<file path="src/rtl/rs_credit_ctrl.sv">
// -----------------------------------------------------------------------------
// rs_credit_ctrl
//   Credit-based dispatch flow controller for the select/wakeup stage.
//   It tracks free entries in the ALU reservation station and the in-order
//   load/store reservation station. Each cycle it decides whether the current
//   dispatch group may be written into the stations and drives the stall.
//   Credits are consumed on accepted dispatch, returned on issue and restored
//   to full on a pipeline flush.
//
// Optional feature macro: RS_CREDIT_STATS_EN
//   Defined   : stall_cycles_o is a saturating 32-bit count of stall cycles.
//   Undefined : stall_cycles_o is tied to zero and no counter flops exist.
//
// Ports:
//   clk_i             in   1      clock
//   reset_i           in   1      synchronous active-high reset
//   dp_valid_i        in   1      dispatch group present this cycle
//   dp_req_alu_num_i  in   2      ALU entries requested (0..2, 3 illegal)
//   dp_req_mem_num_i  in   2      LDST entries requested (0..2, 3 illegal)
//   alu_issue_i       in   1      one ALU RS entry freed this cycle
//   mem_issue_i       in   1      one LDST RS entry freed this cycle
//   flush_i           in   1      misprediction flush, all RS entries dropped
//   dp_accept_o       out  1      dispatch group written into RS this cycle
//   stall_dp_o        out  1      dispatch must hold
//   alu_credit_o      out  CNT_W  current free ALU entries
//   mem_credit_o      out  CNT_W  current free LDST entries
//   err_o             out  1      sticky protocol error
//   stall_cycles_o    out  32     stall statistics (see macro above)
// -----------------------------------------------------------------------------
module rs_credit_ctrl #(
    parameter int ALU_ENT_NUM  = 8,
    parameter int LDST_ENT_NUM = 4,
    parameter int CNT_W        = 4
) (
    input  logic             clk_i,
    input  logic             reset_i,
    input  logic             dp_valid_i,
    input  logic [1:0]       dp_req_alu_num_i,
    input  logic [1:0]       dp_req_mem_num_i,
    input  logic             alu_issue_i,
    input  logic             mem_issue_i,
    input  logic             flush_i,
    output logic             dp_accept_o,
    output logic             stall_dp_o,
    output logic [CNT_W-1:0] alu_credit_o,
    output logic [CNT_W-1:0] mem_credit_o,
    output logic             err_o,
    output logic [31:0]      stall_cycles_o
);

    localparam logic [0:0] ST_RUN   = 1'b0;
    localparam logic [0:0] ST_DRAIN = 1'b1;

    localparam logic [CNT_W-1:0] ALU_MAX = CNT_W'(ALU_ENT_NUM);
    localparam logic [CNT_W-1:0] MEM_MAX = CNT_W'(LDST_ENT_NUM);

    logic [0:0]       state_q, state_d;
    logic [CNT_W-1:0] alu_credit_q, alu_credit_d;
    logic [CNT_W-1:0] mem_credit_q, mem_credit_d;
    logic             err_q, err_d;

    logic [CNT_W-1:0] req_alu, req_mem;
    logic             illegal, short_credit, stall, accept;
    logic             alu_ovf, mem_ovf;

    // Next credit value. Accept never consumes more than is available, so only
    // the upper bound needs guarding; an issue into a full station saturates.
    function automatic logic [CNT_W-1:0] credit_next(
        input logic [CNT_W-1:0] credit,
        input logic [CNT_W-1:0] dec,
        input logic             inc,
        input logic [CNT_W-1:0] max
    );
        logic [CNT_W:0] sum;
        sum = {1'b0, credit} - {1'b0, dec} + {{CNT_W{1'b0}}, inc};
        return (sum > {1'b0, max}) ? max : sum[CNT_W-1:0];
    endfunction

    // NOTE: every signal assigned in always_comb gets a default at the top of
    // the block so no path leaves it unassigned and no latch is inferred.
    always_comb begin
        req_alu      = CNT_W'(dp_req_alu_num_i);
        req_mem      = CNT_W'(dp_req_mem_num_i);
        illegal      = dp_valid_i & ((dp_req_alu_num_i == 2'd3) | (dp_req_mem_num_i == 2'd3));
        // Credits freed by issue this cycle are deliberately not bypassed here.
        short_credit = (req_alu > alu_credit_q) | (req_mem > mem_credit_q);
        stall        = dp_valid_i & (short_credit | illegal | (state_q == ST_DRAIN) | flush_i);
        accept       = dp_valid_i & ~stall;

        alu_ovf      = alu_issue_i & (alu_credit_q == ALU_MAX);
        mem_ovf      = mem_issue_i & (mem_credit_q == MEM_MAX);

        state_d      = state_q;
        alu_credit_d = alu_credit_q;
        mem_credit_d = mem_credit_q;
        err_d        = err_q | illegal;

        if (flush_i) begin
            // Flush wins: stations empty, in-flight issues are meaningless.
            state_d      = ST_DRAIN;
            alu_credit_d = ALU_MAX;
            mem_credit_d = MEM_MAX;
        end else begin
            state_d      = ST_RUN;
            alu_credit_d = credit_next(alu_credit_q, accept ? req_alu : '0, alu_issue_i, ALU_MAX);
            mem_credit_d = credit_next(mem_credit_q, accept ? req_mem : '0, mem_issue_i, MEM_MAX);
            err_d        = err_q | illegal | alu_ovf | mem_ovf;
        end
    end

    // NOTE: sequential state uses non-blocking assignments so every flop
    // samples pre-edge values regardless of statement order.
    always_ff @(posedge clk_i) begin
        if (reset_i) begin
            state_q      <= ST_RUN;
            alu_credit_q <= ALU_MAX;
            mem_credit_q <= MEM_MAX;
            err_q        <= 1'b0;
        end else begin
            state_q      <= state_d;
            alu_credit_q <= alu_credit_d;
            mem_credit_q <= mem_credit_d;
            err_q        <= err_d;
        end
    end

`ifdef RS_CREDIT_STATS_EN
    logic [31:0] stall_cnt_q;

    // Saturating stall counter; survives flushes, cleared only by reset.
    always_ff @(posedge clk_i) begin
        if (reset_i) begin
            stall_cnt_q <= '0;
        end else if (stall && (stall_cnt_q != '1)) begin
            stall_cnt_q <= stall_cnt_q + 32'd1;
        end
    end

    assign stall_cycles_o = stall_cnt_q;
`else
    assign stall_cycles_o = '0;
`endif

    assign dp_accept_o  = accept;
    assign stall_dp_o   = stall;
    assign alu_credit_o = alu_credit_q;
    assign mem_credit_o = mem_credit_q;
    assign err_o        = err_q;

endmodule

</file>
<file path="config.mk">
export PLATFORM = sky130hd
export DESIGN_NAME = rs_credit_ctrl
export DESIGN_NICKNAME = d
export VERILOG_FILES = /design/src/rtl/rs_credit_ctrl.sv
export SDC_FILE = /design/constraint.sdc
export NUM_CORES = 1
export LEC_CHECK = 0
export ABC_CLOCK_PERIOD_IN_PS = 5900
export CAP_MARGIN = 15
export CORE_ASPECT_RATIO = 1.75
export CORE_MARGIN = 4
export CORE_UTILIZATION = 44
export CTS_CLUSTER_DIAMETER = 40
export DETAILED_ROUTE_END_ITERATION = 7
export GPL_ROUTABILITY_DRIVEN = 0
export HOLD_SLACK_MARGIN = 0.06
export PLACE_DENSITY = 0.91
export SLEW_MARGIN = 20
export SYNTH_ARGS = -nofsm -noshare
export SYNTH_HDL_FRONTEND = slang
export SYNTH_SLANG_ARGS = --single-unit
export TNS_END_PERCENT = 5
</file>
<file path="constraint.sdc">
create_clock -name clk_i -period 5.9 [get_ports clk_i]
set_input_delay 0.59 -clock clk_i [delete_from_list [all_inputs] [get_ports clk_i]]
set_output_delay 0.59 -clock clk_i [all_outputs]
set_load 0.03 [all_outputs]
</file>
* Yosys cells after proc, flatten, opt, wreduce, memory -nomap -nowiden
Index checks and enable logic that the tools add are counted.
** Storage, ports and cells
- Input bits :: 10
- Bits in registers :: 10
- Logic and storage cells :: 36
- Output and inout port bits :: 43
** Operators by class
- Order comparisons :: 4
- Reductions and logical operators :: 2
- Eq/ne operators :: 4
- Bitwise logic cells :: 14
- Multiplexer cells :: 4
- Add/subtract/negate cells :: 4
** Operators by type and width (count)
- $add 5x1->5 :: 2
- $sub 4x2->5 :: 2
- $gt 2x4->1 :: 2
- $or 1x1->1 :: 8
- $reduce_or 3->1 :: 2
- $and 1x1->1 :: 5
- $gt 5x3->1 const B :: 1
- $gt 5x4->1 const B :: 1
- $eq 2x2->1 const B :: 2
- $eq 4x3->1 const B :: 1
- $eq 4x4->1 const B :: 1
- $mux 2 :: 2
- $mux 1 :: 2
- $not 1->1 :: 1

* Depth between registers and ports, before layout
Gate-level depths: netlist (run 1).
- Word-level depth :: 14
- Mapped depth :: 15
- Mapped depth without buffers :: 15

* Worst setup path before layout (run 1)
Ideal clock, no wire load.
- Path type :: flip-flop to flip-flop
- Start point :: register mem_credit_q[1], in the netlist mem_credit_o[1]
- End point :: register alu_credit_q[3], in the netlist alu_credit_o[3]
- Data arrival time :: 3.519 ns
- Period minus slack after synthesis :: 3.653 ns
- Setup time :: 0.134 ns
- Stages on the path, launching flop included :: 16
- Slack :: 2.247 ns
- Buffers on the path :: 0
- Data required time :: 5.766 ns
- Path through :: dfxtp_1 > inv_1 > ha_1 > nor2b_1 > o211ai_1 > and4_1 > and2_1 > ha_1 > inv_1 > ha_1 > inv_1 > fa_1 > nand2b_1 > a21oi_1 > nor3_1 > or4b_1
** Between the ends
- Word-level cells in the longest chain between the ends :: 13
** RTL lines
- start: declaration :: RTL line 59 : logic [CNT_W-1:0] mem_credit_q, mem_credit_d;
- start signal: assignment :: RTL line 122 : mem_credit_q <= mem_credit_d;
- $gt 2x4->1 * :: RTL line 86 : short_credit = (req_alu > alu_credit_q) | (req_mem > mem_credit_q);
- $or 1x1->1 * :: RTL line 86
- $or 1x1->1 * (3 in a row) :: RTL line 87 : stall = dp_valid_i & (short_credit | illegal | (state_q == ST_DRAIN) | flush_i);
- $and 1x1->1 * :: RTL line 87
- $not 1->1 * :: RTL line 88 : accept = dp_valid_i & ~stall;
- $and 1x1->1 * :: RTL line 88
- via dp_accept_o :: RTL line 43 : output logic dp_accept_o,
- $mux 2 * :: RTL line 105 : alu_credit_d = credit_next(alu_credit_q, accept ? req_alu : '0, alu_issue_i, ALU_MAX);
- $sub 4x2->5 * :: RTL line 75 : sum = {1'b0, credit} - {1'b0, dec} + {{CNT_W{1'b0}}, inc};
- $add 5x1->5 * :: RTL line 75
- $gt 5x4->1 :: RTL line 76 : return (sum > {1'b0, max}) ? max : sum[CNT_W-1:0];
- $reduce_or 3->1 (no line)
- end signal: assignment :: RTL line 121 : alu_credit_q <= alu_credit_d;
- end: declaration :: RTL line 58 : logic [CNT_W-1:0] alu_credit_q, alu_credit_d;
Mark *: on every way through the listed nets, which the timed path passes. The rest lies on a longest branch.
A chain may end at the register's enable or synchronous reset.

* Worst setup path in the final report (run 1)
- Start point :: input dp_req_alu_num_i[1]
- End point :: register alu_credit_q[3], in the netlist alu_credit_o[3]
** Between the ends
- Word-level cells in the longest chain between the ends :: 14
- Elaborated cells between the ends (all ways) :: 16
- Those cells by class :: add/sub: 2; order compare: 2; eq/ne: 1; mux: 1; bitwise: 9; reduce/logical: 1
** RTL lines
- start: declaration :: RTL line 38 : input logic [1:0] dp_req_alu_num_i,
- parallel branches: the longest is 9 deep, another holds $gt 2x4->1
- $mux 2 * :: RTL line 105
- $sub 4x2->5 * :: RTL line 75
- $add 5x1->5 * :: RTL line 75
- $gt 5x4->1 :: RTL line 76
- $reduce_or 3->1 (no line)
Mark *: on every way between the ends.

==> results of run 1 <==
==> worst max-delay path: stages <==
cell             delay (ns)
clkdlybuf4s50_1        0.45
ha_1                   0.33
nor2b_1                0.14
o211ai_1               0.19
and4_1                 0.31
and2_1                 0.16
ha_1                   0.22
inv_1                  0.06
ha_1                   0.15
inv_1                  0.05
fa_1                   0.40
nand2b_1               0.16
a21oi_1                0.18
nor3_1                 0.10
or4b_1                 0.49
==> layer usage <==
layer | track usage, % | wire [um] | vias up
met2 | 22.39 | 1005 | 44
met3 | 1.914 | 207 | 6
li1 | - | - | 430
met4 | 9.177 | 59 | 0
met1 | 13.16 | 752 | 375
met5 | 0 | 0 | -
==> worst paths after layout <==
check | to | slack (ns) | depth (start not counted)
worst max register to register | alu_credit_o[3]$_SDFF_PP1_ | 2.42 | 15
worst min-delay path | err_o$_SDFF_PP0_ | 0.56 | 2
worst min register to register | err_o$_SDFF_PP0_ | 0.56 | 2
worst max-delay path | alu_credit_o[3]$_SDFF_PP1_ | 2.03 | 15
==> cell type report <==
class	count	area [sq um]	share of cell area [%]
multi-input cells	106	742.0	57.18
clock buffers	4	55.05	4.243
flip-flops and latches	10	200.2	15.43
repair buffers	20	200.2	15.43
inverters	18	67.56	5.207
well taps	26	32.53	2.507
==> metrics by stage <==
step / cells / instance area, sq um / util, % / setup slack (ns) / total power (W)
2_1_floorplan: 166 / 1250 / - / 2.247 / 0.0001477
3_3_place_gp: 180 / 1242 / 50.46 / 1.863 / 0.0001502
3_5_place_dp: 180 / 1242 / 50.46 / 1.770 / 0.0001513
4_1_cts: 184 / 1297 / 52.69 / 2.008 / 0.0002377
5_1_grt: 184 / 1297 / 52.69 / 1.798 / 0.0002485
6_report: 184 / 1297 / 52.69 / 2.028 / 0.0002361
==> flip-flops by register name (all words and copies together) (netlist names) <==
| name | flops |
|---|---|
| mem_credit_o | 4 |
| err_o | 1 |
| state_q | 1 |
| alu_credit_o | 4 |
==> kinds of logic (layout without fill, tap and decap cells) <==
logic type      count (synthesis)  after routing  share of synthesized area, %
buf+inv                        50             42                         27.24
simple gates                   29             29                         14.73
fa+ha+maj                      22             22                         25.69
compound gates                 18             18                         11.18
flops                          10             10                         17.72
xor+xnor                        4              4                         3.100
other cells                     1             33                        0.3319
==> power by group through the flow <==
stage | sequential (W) | clock [W] | combinational (W)
4_1_cts | 0.0000720 | 0.0000873 | 0.0000784
3_3_place_gp | 0.0000733 | 0 | 0.0000769
6_report | 0.0000720 | 0.0000857 | 0.0000784
3_5_place_dp | 0.0000733 | 0 | 0.0000780
2_1_floorplan | 0.0000770 | 0 | 0.0000707
5_1_grt | 0.0000723 | 0.0000905 | 0.0000856
==> cell usage in the layout, fill, tap and decap left out, types with 3 or more instances in the layout <==
cell and count:
xnor2_1 4, conb_1 33, inv_1 18, ha_1 20, clkdlybuf4s50_1 20, a21oi_1 5
clkbuf_8 4, nor4_1 3, dfxtp_1 10, nand2_1 8, o21bai_1 4, nor2b_1 3
==> reports/metrics.yaml, run 1 <==
cts_buffers: 3
grt_max_degree: 7
die_area_sq_um: 3475
whs_ns: 0.5585
via_per_inst: 4.647
path_clk_slew_ns: 0.05
drive_gt1_share_pct: 3.165
ys_ff_latch: 10
area_growth_pct: 14.84
first_pass_iters: 2
cts_tree: "done"
critPathArrivalTime_ns: 3.98
r2r-start: "alu_credit_o[1]$_SDFF_PP0_"
synth_top_area_share_pct: 22.15
die_h_um: 75.04
first_iter_violations: 7
fin_crit_ns: 3.872
final_net_count: 191
setup_viol: 0
io_pins: 53
hold_start: "err_o$_SDFF_PP0_"
drc_errors: 0
p_comb_share_pct: 33.2
nFillCells: 239
critical_path_required_ns: 6.01
crit_path_end_kind: "flip-flop"
clkPwrFrac_pct: 36.3
yosysSeqAreaShare_pct: 17.72
synth_common_cells: "32 x buf_4, 20 x ha_1, 18 x inv_1, 10 x dfxtp_1, 8 x nand2_1"
grt_pass1_vias: 830
synthFlopType: "dfxtp_1"
cts_hold_buf: 0
power.density_nw_per_um2: 182.0
yosys.cell_types.count: 30
switching_share_pct: 34.89
io_buffers: 20
crit_start: "dp_req_alu_num_i[1]"
overflow: 0
crit_type: "in -> reg"
rows: 24
clockRootBuffer: "clkbuf_8"
wl_per_cell_um: 11.01
ys_top_cells_by_area: "ha_1 22%, buf_4 21%, dfxtp_1 18%, inv_1 6.0%, fa_1 3.5%"
synth_top_cell_by_area: "ha_1"
diodes: 0
start_util_pct: 45.88
ys_warn_count: 0
die_w_um: 46.31
grt_pass1_wl_mm: 3.201
cts-resized-gates: 0
cts_max_level: 1
grt_usage_pct: 12.82
antenna_found_initial: 0
insertion_delay_ns: 0.23
sequentialPowerShare_pct: 30.5
p_leak_nw: 0.6269
fmax_ghz: 0.2583
slew_violations: 0
clock_skew_ns: 0.003151
synth_area_per_cell_sq_um: 8.432
intPower_w: 0.0001537
finalHoldViolations: 0
cts.path.max_buffers: 2
cts_sinks: 10
ys_async_sr_fraction_pct: 0
rsz0062_at_grt: "false"
syn-cell-area_sq_um: 1130
crit_fanout: 5
detail-route-antenna-nets: 0
ir_drop_mv: 0.1460
final.setup.tns_ns: 0
totalWireLength_mm: 2.025
hpwlAfterDp_mm: 1.772
maxCapViolCount: 0
status: "finished clean"
synth_cells: 134
post_cts_buffers: 0
period_share_pct: 65.63
synth_edf_count: 0
p_switching_w: 0.00008238
routed-via-count: 855
synth_most_common_cell: "buf_4"
hold_path_class: "reg -> reg"
cp-start-kind: "input pin"
core_sq_um: 2462
Note: power is estimated with default switching activity, not from simulation.
==> inputs of run 2 (changes only) <==
- ABC_CLOCK_PERIOD_IN_PS: 5900 -> 3500
- CORE_UTILIZATION: 44 -> 37
- PLACE_DENSITY: 0.91 -> 0.82
- clock period: 5.9 -> 3.5 ns (I/O delays scaled with it)
==> run 2 against run 1 <==
Cell area grew 15%. Worst setup slack lost 1.9 ns. Clock power grew 76%. Clock skew grew 0.00098 ns. Count of clock-buffer cells in the layout is the same. Die area grew 16%. Sequential cell count is the same. Core utilization shrank 1.6 points. Hold slack lost 0.0038 ns.
==> reports/metrics.yaml, run 2 (synthesis results as in run 1) <==
grt_max_degree: 7  # unchanged
routed-via-count: 921  # was 855
fin_util_pct: 51.07  # was 52.69%
detail-route-antenna-nets: 0  # unchanged
seqCellArea_sq_um: 205.2  # was 200.2 sq um
cts_max_level: 1  # unchanged
cts_buffers: 3  # unchanged
rows: 26  # was 24
insertion_delay_ns: 0.25  # was 0.23 ns
finalHoldViolations: 0  # unchanged
totalWireLength_mm: 2.375  # was 2.025 mm
first_iter_violations: 8  # was 7
drive_gt1_share_pct: 19.89  # was 3.165%
ff2ff_setup_slack_ns: 0.19  # was 2.42 ns
status: "finished clean"  # unchanged
grt_pass1_wl_mm: 3.712  # was 3.201 mm
nFillCells: 273  # was 239
io_buffers: 20  # unchanged
die_area_sq_um: 4036  # was 3475 sq um
critical_path_required_ns: 3.63  # was 6.01 ns
whs_ns: 0.5547  # was 0.5585 ns
period_share_pct: 95.52
crit_type: "in -> reg"  # unchanged
hold_start: "err_o$_SDFF_PP0_"  # unchanged
cp-start-kind: "input pin"  # unchanged
drc_errors: 0  # unchanged
grt_pass1_vias: 904  # was 830
final_net_count: 209  # was 191
whs_path_depth: 2  # unchanged
fmax_ghz: 0.2991
grt_usage_pct: 12.27  # was 12.82%
maxCapViolCount: 0  # unchanged
hold_path_class: "reg -> reg"  # unchanged
hold_path_end: "err_o$_SDFF_PP0_"  # unchanged
ir_drop_mv: 0.2844  # was 0.1460 mV
cts_tree: "done"  # unchanged
clock_skew_ns: 0.004126  # was 0.003151 ns
die_w_um: 49.77  # was 46.31 um
crit_path_end_kind: "flip-flop"  # unchanged
via_per_inst: 4.515  # was 4.647
layout_common_cells: "33 x conb_1, 19 x ha_1, 18 x inv_1, 18 x buf_4, 17 x clkdlybuf4s50_1"  # was 33 x conb_1, 20 x ha_1, 20 x clkdlybuf4s50_1, 18 x inv_1, 10 x dfxtp_1
die_h_um: 81.10  # was 75.04 um
reg2reg_depth: 13  # was 15
p_leak_nw: 0.7463  # was 0.6269 nW
clockRootBuffer: "clkbuf_8"  # unchanged
cts_hold_buf: 0  # unchanged
setup_viol: 0  # unchanged
wl_per_cell_um: 11.64  # was 11.01 um
io_pins: 53  # unchanged
crit_fanout: 5  # unchanged
hpwlAfterDp_mm: 1.924  # was 1.772 mm
core_sq_um: 2928  # was 2462 sq um
first_pass_iters: 3  # was 2
rr_endpoint: "mem_credit_o[2]$_SDFF_PP1_"  # was alu_credit_o[3]$_SDFF_PP1_
critPathArrivalTime_ns: 3.47  # was 3.98 ns
diodes: 0  # unchanged
power.density_nw_per_um2: 285.7  # was 182.0 nW/um^2
cts_sinks: 10  # unchanged
antenna_found_initial: 0  # unchanged
fin_crit_ns: 3.343
start_util_pct: 38.59  # was 45.88%
mostFrequentLayoutCell: "conb_1"  # unchanged
path_clk_slew_ns: 0.05  # about the same
multi_input_area_sq_um: 793.3  # was 742.0 sq um
r2r-start: "alu_credit_o[1]$_SDFF_PP0_"  # unchanged
area_growth_pct: 32.34  # was 14.84%
cts.path.max_buffers: 2  # unchanged
slew_violations: 0  # unchanged
overflow: 0  # unchanged
==> run 2: how the worst max path moves through the flow <==
stage                          startpoint                          to
2_1_floorplan  mem_credit_o[1]$_SDFF_PP0_  alu_credit_o[3]$_SDFF_PP1_
3_3_place_gp          dp_req_alu_num_i[1]  alu_credit_o[3]$_SDFF_PP1_
3_5_place_dp          dp_req_alu_num_i[1]  alu_credit_o[3]$_SDFF_PP1_
4_1_cts               dp_req_mem_num_i[1]  alu_credit_o[3]$_SDFF_PP1_
5_1_grt        alu_credit_o[1]$_SDFF_PP0_  mem_credit_o[2]$_SDFF_PP1_
6_report              dp_req_mem_num_i[0]  mem_credit_o[2]$_SDFF_PP1_
==> run 2: per-layer routing <==
layer / GRT usage (%) / wire [um] / vias to the layer above / share of wire, %
li1: - / - / 469 / -
met4: 10.25 / 96 / 0 / 4.0
met1: 11.76 / 880 / 398 / 37
met5: 0 / 0 / - / 0
met3: 2.202 / 178 / 10 / 7.5
met2: 22.28 / 1220 / 44 / 51
==> run 2: worst max-delay path: stages <==
cell,delay (ns)
clkdlybuf4s50_1,0.42
buf_4,0.15
a22o_1,0.21
a211oi_2,0.21
and4_4,0.28
buf_4,0.11
nand2_1,0.05
ha_1,0.32
buf_4,0.15
ha_1,0.28
a211oi_1,0.37
o2111ai_2,0.19
or3b_1,0.38
==> run 2: stage by stage <==
stage          total power, W  instance area (sq um)  std cells   TNS, ns  setup slack (ns)
6_report            0.0004272                   1495        204         0            0.1570
5_1_grt             0.0004476                   1495        204  -0.02320          -0.01897
4_1_cts             0.0004208                   1420        201         0           0.07475
3_5_place_dp        0.0002674                   1354        196    -1.291           -0.3201
3_3_place_gp        0.0002661                   1354        196    -1.059           -0.2563
2_1_floorplan       0.0002492                   1254        166         0           0.05061
==> run 2: area by class of cell <==
class / instances / share of cell area [%]
timing repair buffer: 38 / 22.68
clock buffer: 4 / 3.682
sequential: 10 / 13.72
tap: 28 / 2.343
inverter: 18 / 4.519
multi-input combinational: 106 / 53.05
==> run 2: power breakdown <==
| group | leakage, nW | switching (W) | internal, W |
|---|---|---|---|
| clock network | 0.0288 | 0.0000516 | 0.0000994 |
| registers | 0.0831 | 0.00000358 | 0.000117 |
| logic | 0.634 | 0.0000973 | 0.0000579 |
==> run 2: repair_timing <==
item	4_1_cts	5_1_grt
setup endpoints to repair	1	7
gates resized for setup	3	12
buffers inserted	1	3
pin swaps	2	7
==> inputs of run 3 (changes only) <==
- MAX_ROUTING_LAYER: default -> met4
==> results of run 3 <==
Final layout, timing and power as in run 2 (identical DEF).
Main changes from that run: overall routing resource usage 12.27% -> 12.61%
